==> src/rtl/soc_reset_pkg.sv <==
// Shared types and constants for the SoC reset sequencer.
// State encoding, reset-cause bit positions and the request-vector helper.
`timescale 1ns/1ps
package soc_reset_pkg;

    typedef enum logic [1:0] {
        HOLD    = 2'd0,
        STAGGER = 2'd1,
        RUN     = 2'd2
    } rst_state_t;

    localparam int CAUSE_POR    = 0;
    localparam int CAUSE_SYSREQ = 1;
    localparam int CAUSE_WDOG   = 2;
    localparam int CAUSE_LOCKUP = 3;
    localparam int CAUSE_W      = 4;

    localparam logic [CAUSE_W-1:0] POR_CAUSE = CAUSE_W'(1 << CAUSE_POR);

    // One bit per run-time source; the POR bit is never set by a request.
    function automatic logic [CAUSE_W-1:0] req_vector(input logic sysreq,
                                                      input logic wdog,
                                                      input logic lockup);
        logic [CAUSE_W-1:0] v;
        v               = '0;
        v[CAUSE_SYSREQ] = sysreq;
        v[CAUSE_WDOG]   = wdog;
        v[CAUSE_LOCKUP] = lockup;
        return v;
    endfunction

endpackage

==> src/rtl/soc_reset_sync.sv <==
// Two-flop reset synchroniser: asserts asynchronously, releases on the
// second clk rising edge after rst falls.
`timescale 1ns/1ps
module soc_reset_sync (
    input  logic clk,
    input  logic rst,
    output logic rst_s
);

    logic [1:0] sync_reg;

    always_ff @(posedge clk or posedge rst) begin
        if (rst) begin
            sync_reg <= 2'b11;
        end else begin
            sync_reg <= {sync_reg[0], 1'b0};
        end
    end

    assign rst_s = sync_reg[1];

endmodule

==> src/rtl/soc_reset_ctrl.sv <==
// Staged reset sequencer: releases the bus domain, then the CPU, and records
// the reset cause. Define SOC_RST_DBG_HOLD_EN to add the CPU_HOLD debug input.
`timescale 1ns/1ps
module soc_reset_ctrl
    import soc_reset_pkg::*;
#(
    parameter int HOLD_CYCLES    = 16,
    parameter int STAGGER_CYCLES = 4,
    parameter int CNT_W          = 8
) (
    input  logic               CLK,
    input  logic               RESET,
    input  logic               SYSRESETREQ,
    input  logic               WDOG_RESET_REQ,
    input  logic               LOCKUP,
    input  logic               LOCKUP_RESET_EN,
`ifdef SOC_RST_DBG_HOLD_EN
    input  logic               CPU_HOLD,
`endif
    output logic               SYS_RESETn,
    output logic               CPU_RESETn,
    output logic [CAUSE_W-1:0] RST_CAUSE,
    output logic               RST_BUSY
);

    localparam logic [CNT_W-1:0] HOLD_LAST    = CNT_W'(HOLD_CYCLES - 1);
    localparam logic [CNT_W-1:0] STAGGER_LAST = CNT_W'(STAGGER_CYCLES - 1);

    logic               rst_s;
    logic               trig;
    logic               cpu_hold;
    logic [CAUSE_W-1:0] req_vec;

    rst_state_t         state_reg, state_next;
    logic [CNT_W-1:0]   cnt_reg, cnt_next;
    logic               sys_reg, sys_next;
    logic               cpu_reg, cpu_next;
    logic [CAUSE_W-1:0] cause_reg, cause_next;
    logic               busy_reg, busy_next;

    soc_reset_sync u_sync (
        .clk   (CLK),
        .rst   (RESET),
        .rst_s (rst_s)
    );

    assign req_vec = req_vector(SYSRESETREQ, WDOG_RESET_REQ, LOCKUP & LOCKUP_RESET_EN);
    assign trig    = |req_vec;

`ifdef SOC_RST_DBG_HOLD_EN
    assign cpu_hold = CPU_HOLD;
`else
    assign cpu_hold = 1'b0;
`endif

    always_ff @(posedge CLK or posedge rst_s) begin
        if (rst_s) begin
            state_reg <= HOLD;
            cnt_reg   <= '0;
            sys_reg   <= 1'b0;
            cpu_reg   <= 1'b0;
            cause_reg <= POR_CAUSE;
            busy_reg  <= 1'b1;
        end else begin
            state_reg <= state_next;
            cnt_reg   <= cnt_next;
            sys_reg   <= sys_next;
            cpu_reg   <= cpu_next;
            cause_reg <= cause_next;
            busy_reg  <= busy_next;
        end
    end

    always_comb begin
        state_next = state_reg;
        cnt_next   = cnt_reg;
        sys_next   = sys_reg;
        cpu_next   = cpu_reg;
        cause_next = cause_reg;
        busy_next  = busy_reg;

        case (state_reg)
            HOLD: begin
                if (trig) begin
                    cnt_next   = '0;
                    sys_next   = 1'b0;
                    cause_next = cause_reg | req_vec;
                end else if (cnt_reg == HOLD_LAST) begin
                    cnt_next   = '0;
                    sys_next   = 1'b1;
                    state_next = STAGGER;
                end else begin
                    cnt_next = cnt_reg + 1'b1;
                end
            end
            STAGGER: begin
                // A request here restarts the whole hold period and re-asserts the bus reset.
                if (trig) begin
                    cnt_next   = '0;
                    sys_next   = 1'b0;
                    cause_next = cause_reg | req_vec;
                    state_next = HOLD;
                end else if (cnt_reg == STAGGER_LAST) begin
                    if (!cpu_hold) begin
                        cnt_next   = '0;
                        cpu_next   = 1'b1;
                        busy_next  = 1'b0;
                        state_next = RUN;
                    end
                end else begin
                    cnt_next = cnt_reg + 1'b1;
                end
            end
            RUN: begin
                if (trig) begin
                    cnt_next   = '0;
                    sys_next   = 1'b0;
                    cpu_next   = 1'b0;
                    busy_next  = 1'b1;
                    cause_next = req_vec;
                    state_next = HOLD;
                end
            end
            default: begin
                cnt_next   = '0;
                sys_next   = 1'b0;
                cpu_next   = 1'b0;
                busy_next  = 1'b1;
                state_next = HOLD;
            end
        endcase
    end

    assign SYS_RESETn = sys_reg;
    assign CPU_RESETn = cpu_reg;
    assign RST_CAUSE  = cause_reg;
    assign RST_BUSY   = busy_reg;

endmodule

==> config.mk <==
export PLATFORM = sky130hd
export DESIGN_NAME = soc_reset_ctrl
export DESIGN_NICKNAME = d
export VERILOG_FILES = /design/src/rtl/soc_reset_pkg.sv /design/src/rtl/soc_reset_sync.sv /design/src/rtl/soc_reset_ctrl.sv
export SDC_FILE = /design/constraint.sdc
export NUM_CORES = 1
export LEC_CHECK = 0
export CORE_ASPECT_RATIO = 1.4
export CORE_MARGIN = 2
export CORE_UTILIZATION = 53
export CTS_CLUSTER_DIAMETER = 200
export DETAILED_ROUTE_END_ITERATION = 7
export PLACE_DENSITY = 0.8
export SYNTH_ARGS = -nofsm -noshare
export SYNTH_HDL_FRONTEND = slang
export SYNTH_SLANG_ARGS = --single-unit
==> constraint.sdc <==
create_clock -name CLK -period 1.05 [get_ports CLK]
set_clock_uncertainty 0.15 [all_clocks]
set_input_delay 0.105 -clock CLK [delete_from_list [all_inputs] [get_ports CLK]]
set_output_delay 0.105 -clock CLK [all_outputs]
set_load 0.05 [all_outputs]
==> results.md, run 1 <==
- Outcome: did not finish
- Stage where the flow stopped: global routing (5_1_grt)
- First Error: [ERROR DPL-0038] Utilization greater than 100%, impossible to legalize
- Synth Net Count: 121
- Port-buffer cells: 12
- Synth async-reset ratio: 100%
- Area share of the leading cell type in the synthesized netlist: 37.0%
- # rows: 18
- Multiplexer area fraction after synthesis: 1.97%
- Most used standard cells in the synthesized netlist: sky130_fd_sc_hd__nand2_1 (17), sky130_fd_sc_hd__dfrtp_1 (15), sky130_fd_sc_hd__nor2_1 (10)
- Flops & latches, synth: 19
- Register area share after synthesis: 47.3%
- Weighted congestion reported at the end of routability-driven placement: 0.855
- Flip-flop cell with the highest count after synthesis: sky130_fd_sc_hd__dfrtp_1
- Buffer levels on the longest clock path: 2
- Share of synthesized cell area in and, or, nand and nor gates: 17.1%
- Syn avg cell area: 9.14 um^2
- Detailed placement HPWL: 2260 um
- Vert. Die Dim: 55.8 um
- Largest net degree at the start of global routing: 18
- Xor and xnor area share after synthesis: 0%
- H-Tree Level Count: 1
- Synthesized-area fraction occupied by adder cells: 4.93%
- Number of different library cells in the post-synthesis netlist: 33
- Number of buffers created by CTS: 3
- Warnings, synthesis: 0
- Clock Sink Count: 19
- Cells after synthesis: 111
- Main combinational cell family by area after synthesis: compound AO/OA/AOI/OAI gates
- Starting density of the core: 57.0%
- Horizontal die dimension: 41.0 um
- Leading area contributor after synthesis: sky130_fd_sc_hd__dfrtp_1
- Count of boundary I/O pins: 13
- Post-Place Worst Slack: -0.955 ns
- Number of enable-type register cells in the synthesized netlist: 0
- Complex-gate fraction of the synthesized area: 24.5%
- Type of pin the worst path ends at: sequential cell input
- Post-synthesis cell area: 0.00101 mm^2
- Ranking of synthesized cells by area: sky130_fd_sc_hd__dfrtp_1 (37%), sky130_fd_sc_hd__dfstp_2 (10%), sky130_fd_sc_hd__nand2_1 (6.3%)
- Cell area after placement: 0.00149 mm^2
- Most numerous cell in the Yosys netlist: sky130_fd_sc_hd__nand2_1
- CTS Root Cell: sky130_fd_sc_hd__clkbuf_4
- Endpoint with the least setup slack after the last repair: state_reg[0]$_DFFE_PP0P_/D
-- metrics by stage --
stage / cells / util [%]
2_1_floorplan: 111 / -
3_3_place_gp: 174 / 83.6
3_5_place_dp: 174 / 83.6
4_1_cts: 185 / 92.3
-- cell families after synthesis --
logic type | after synthesis
AO/OA/AOI/OAI | 36
AND/OR/NAND/NOR | 39
other | 1
flip-flops | 19
adder cells (fa/ha/maj) | 4
buffers and inverters | 10
multiplexers | 2
-- what timing repair did --
action	CTS
hold endpoints to repair	2
hold buffers	1
setup endpoints to repair	24
setup buffers	6
pin swaps	3
resized for setup	16
==> inputs of run 2 (changes only) <==
Settings changed: CORE_AREA set to 2 2 63 65, CORE_ASPECT_RATIO 1.4 to not set, CORE_MARGIN 2 to not set, CORE_UTILIZATION 53 to not set, CTS_CLUSTER_DIAMETER 200 to not set, DIE_AREA set to 0 0 65 67, PLACE_DENSITY 0.8 to not set, PLACE_DENSITY_LB_ADDON set to 0.15.
==> run 2 against run 1 <==
Effect of this change: the flow now finishes, with violations (setup timing); synthesized cell count did not move; area after synthesis did not move.
==> results.md, run 2 <==
- Register area share after synthesis: 47.3%
- Share of cells above drive strength 1: 44.9%
- Post-Place Worst Slack: -0.909 ns
- Clock input transition at the sequential cells of the worst setup and hold paths: 0.08 ns
- Critical path's largest stage delay: 0.55 ns
- CTS tree: done
- Outcome: complete, but fails checks
- FF-to-FF path depth: 4
- Number of buffers created by CTS: 3
- Cell chain of the critical path: or4_4 -> o31a_1 -> or4_1 -> nand3_1
- CTS Root Cell: sky130_fd_sc_hd__clkbuf_8
- Detailed Route WL: 2860 um
- Leading area contributor after synthesis: sky130_fd_sc_hd__dfrtp_1
- # rows: 22
- RSZ-0062 raised after global routing: yes
- First-pass GRT wire length: 4890 um
- Cell area after layout: 0.00173 mm^2
- # nets final: 178
- Buffer levels on the longest clock path: 2
- Portion of the clock cycle consumed by the worst path in the final layout: 186%
- Type of element capturing the critical path: register
- Count of boundary I/O pins: 13
- Syn avg cell area: 9.14 um^2
- Largest net degree at the start of global routing: 13
- Worst reg2reg startpoint: cnt_reg[7]
- Number of violations reported at the end of detailed-routing iteration 0: 71
- Quantity of hold-fixing buffers added after cts: 0
- Horizontal die dimension: 65 um
- Overall Global Routing Usage: 14.9%
- Flip-flop cell with the highest count after synthesis: sky130_fd_sc_hd__dfrtp_1
- Clock Sink Count: 19
- Hold violation total from the final report: 0
- Area share of the leading cell type in the synthesized netlist: 37.0%
- Flops & latches, synth: 19
- H-Tree Level Count: 1
- CP startpoint kind: register
- Detailed placement HPWL: 2090 um
- Total via count after detailed routing: 1,037
- Core region area: 0.00361 mm^2
- Failing checks: setup timing
- Max-cap violations: 0
- CP endpoint: state_reg[0]
- Post-synthesis cell area: 0.00101 mm^2
- Slowest library cell on the worst path: sky130_fd_sc_hd__or4_4
- Final setup slack of the worst path: -0.907 ns
- P per Cell Area: 1010 mW/mm^2
- Number of enable-type register cells in the synthesized netlist: 0
- Weighted congestion reported at the end of routability-driven placement: 0.811
- Most used cells in the layout excluding fill and tap cells: sky130_fd_sc_hd__buf_4 (38), sky130_fd_sc_hd__nand2_1 (16), sky130_fd_sc_hd__dfrtp_1 (15)
- Number of different library cells in the post-synthesis netlist: 33
- Critical path required time: 1.10 ns
- P_leak: 0.770 nW
- Min Tclk post-route: 1.96 ns
- Synth Net Count: 121
- Area Overhead vs Synth: 70.8%
- Critical Path Start: cnt_reg[7]
- Pre-antenna DRT Iters: 4
- Arrival time at the worst endpoint: 2.01 ns
- Type of the tightest min-delay check: input port to async pin
- Cells after synthesis: 111
- Endpoints failing setup: 24
- Routed wire length per instance: 13.3 um
- Kind of critical path: register to register
- Port-buffer cells: 12
- Vert. Die Dim: 67 um
- Max FFs per register: 8
- Top achievable clock speed: 511 MHz
- DRC errors left: 0
- Worst IR Drop VDD: 0.442 mV
- Antenna diode instance count: 0
- Overall Power: 1.75 mW
- Sum of negative setup slack: -12.19 ns
- Ranking of synthesized cells by area: sky130_fd_sc_hd__dfrtp_1 (37%), sky130_fd_sc_hd__dfstp_2 (10%), sky130_fd_sc_hd__nand2_1 (6.3%)
- Insertion delay to the later sink of the worst-skew pair: 0.26 ns
- Synth async-reset ratio: 100%
- Initial antenna violation count: 0
- Number of vias per cell after detailed routing: 4.82
- Global-route congestion overflow total: 0
- Worst flop-to-flop path endpoint: state_reg[0]
- Most common cell after layout, fill and taps aside: sky130_fd_sc_hd__buf_4
- Cell area after placement: 0.00152 mm^2
- Most numerous cell in the Yosys netlist: sky130_fd_sc_hd__nand2_1
- Warnings, synthesis: 0
- Maximum fanout encountered on the critical timing path: 6
- Final-report max-slew violation count: 0
- Reg2reg setup slack: -0.91 ns
- Most used standard cells in the synthesized netlist: sky130_fd_sc_hd__nand2_1 (17), sky130_fd_sc_hd__dfrtp_1 (15), sky130_fd_sc_hd__nor2_1 (10)
- Die ar.: 0.00436 mm^2
- Starting density of the core: 28.1%
- Vias in the first global route: 1,093
- Post-detailed-route count of antenna-violating nets: 0
## run 2: how the worst min path moves through the flow
stage,start,endpoint
final,RESET,u_sync.sync_reg[0]
after global routing,RESET,u_sync.sync_reg[0]
after CTS,RESET,u_sync.sync_reg[0]
after detailed placement,u_sync.sync_reg[1],cnt_reg[1]
after global placement,u_sync.sync_reg[1],cnt_reg[1]
after floorplan,RESET,u_sync.sync_reg[0]
## run 2: cells by family after synthesis
logic type	count (synthesis)	share of synthesized area [%]
AOI/OAI and AO/OA	36	24.5
adders and majority gates	4	4.93
buffers and inverters	10	3.70
DFF	19	47.3
muxes	2	1.97
other	1	0.370
and+or+nand+nor	39	17.1
## run 2: per-stage QoR
step / utilization, % / std cells / hold slack, ns
after global placement: 42.0 / 201 / 0.0713
after floorplan: - / 111 / -0.134
after global routing: 48.1 / 215 / 0.0236
after CTS: 46.8 / 212 / 0.0143
final: 48.1 / 215 / 0.0141
after detailed placement: 42.0 / 201 / 0.0757
## run 2: worst max-delay path: cells and delay by family (launching register included)
kind / cells / cell delay, ns
simple gates: 3 / 1.04
flops: 1 / 0.38
compound gates: 1 / 0.33
## run 2: repair_timing
item / in CTS / in global routing
endpoints found under the setup margin: 24 / 24
pin swaps: 4 / 5
gates cloned: 0 / 0
setup buffers: 7 / 4
gates resized for setup: 19 / 5
## run 2: layout make-up
class                   count  area, um^2
inverters                   7        26.3
well taps                  48        60.1
flip-flops and latches     19         480
fillers                   347        1870
multi-input cells          82         584
repair buffers             55         536
clock buffers               3        41.3
clock inverters             1        5.00
## run 2: report_power, final
group	internal [mW]	switching [mW]	total, mW
combinational	0.224	0.210	0.434
clock	0.265	0.269	0.534
sequential	0.766	0.0157	0.782
## run 2: metal layers
metal	track usage [%]	wire length (um)	share of wire, %	vias to the layer above
met3	1.01	46	1.6	5
met4	7.18	60	2.1	0
li1	-	-	-	519
met5	0	0	0	-
met2	27.4	1440	50	14
met1	17.4	1310	46	499
No activity file was read; power rests on OpenSTA's default activity.
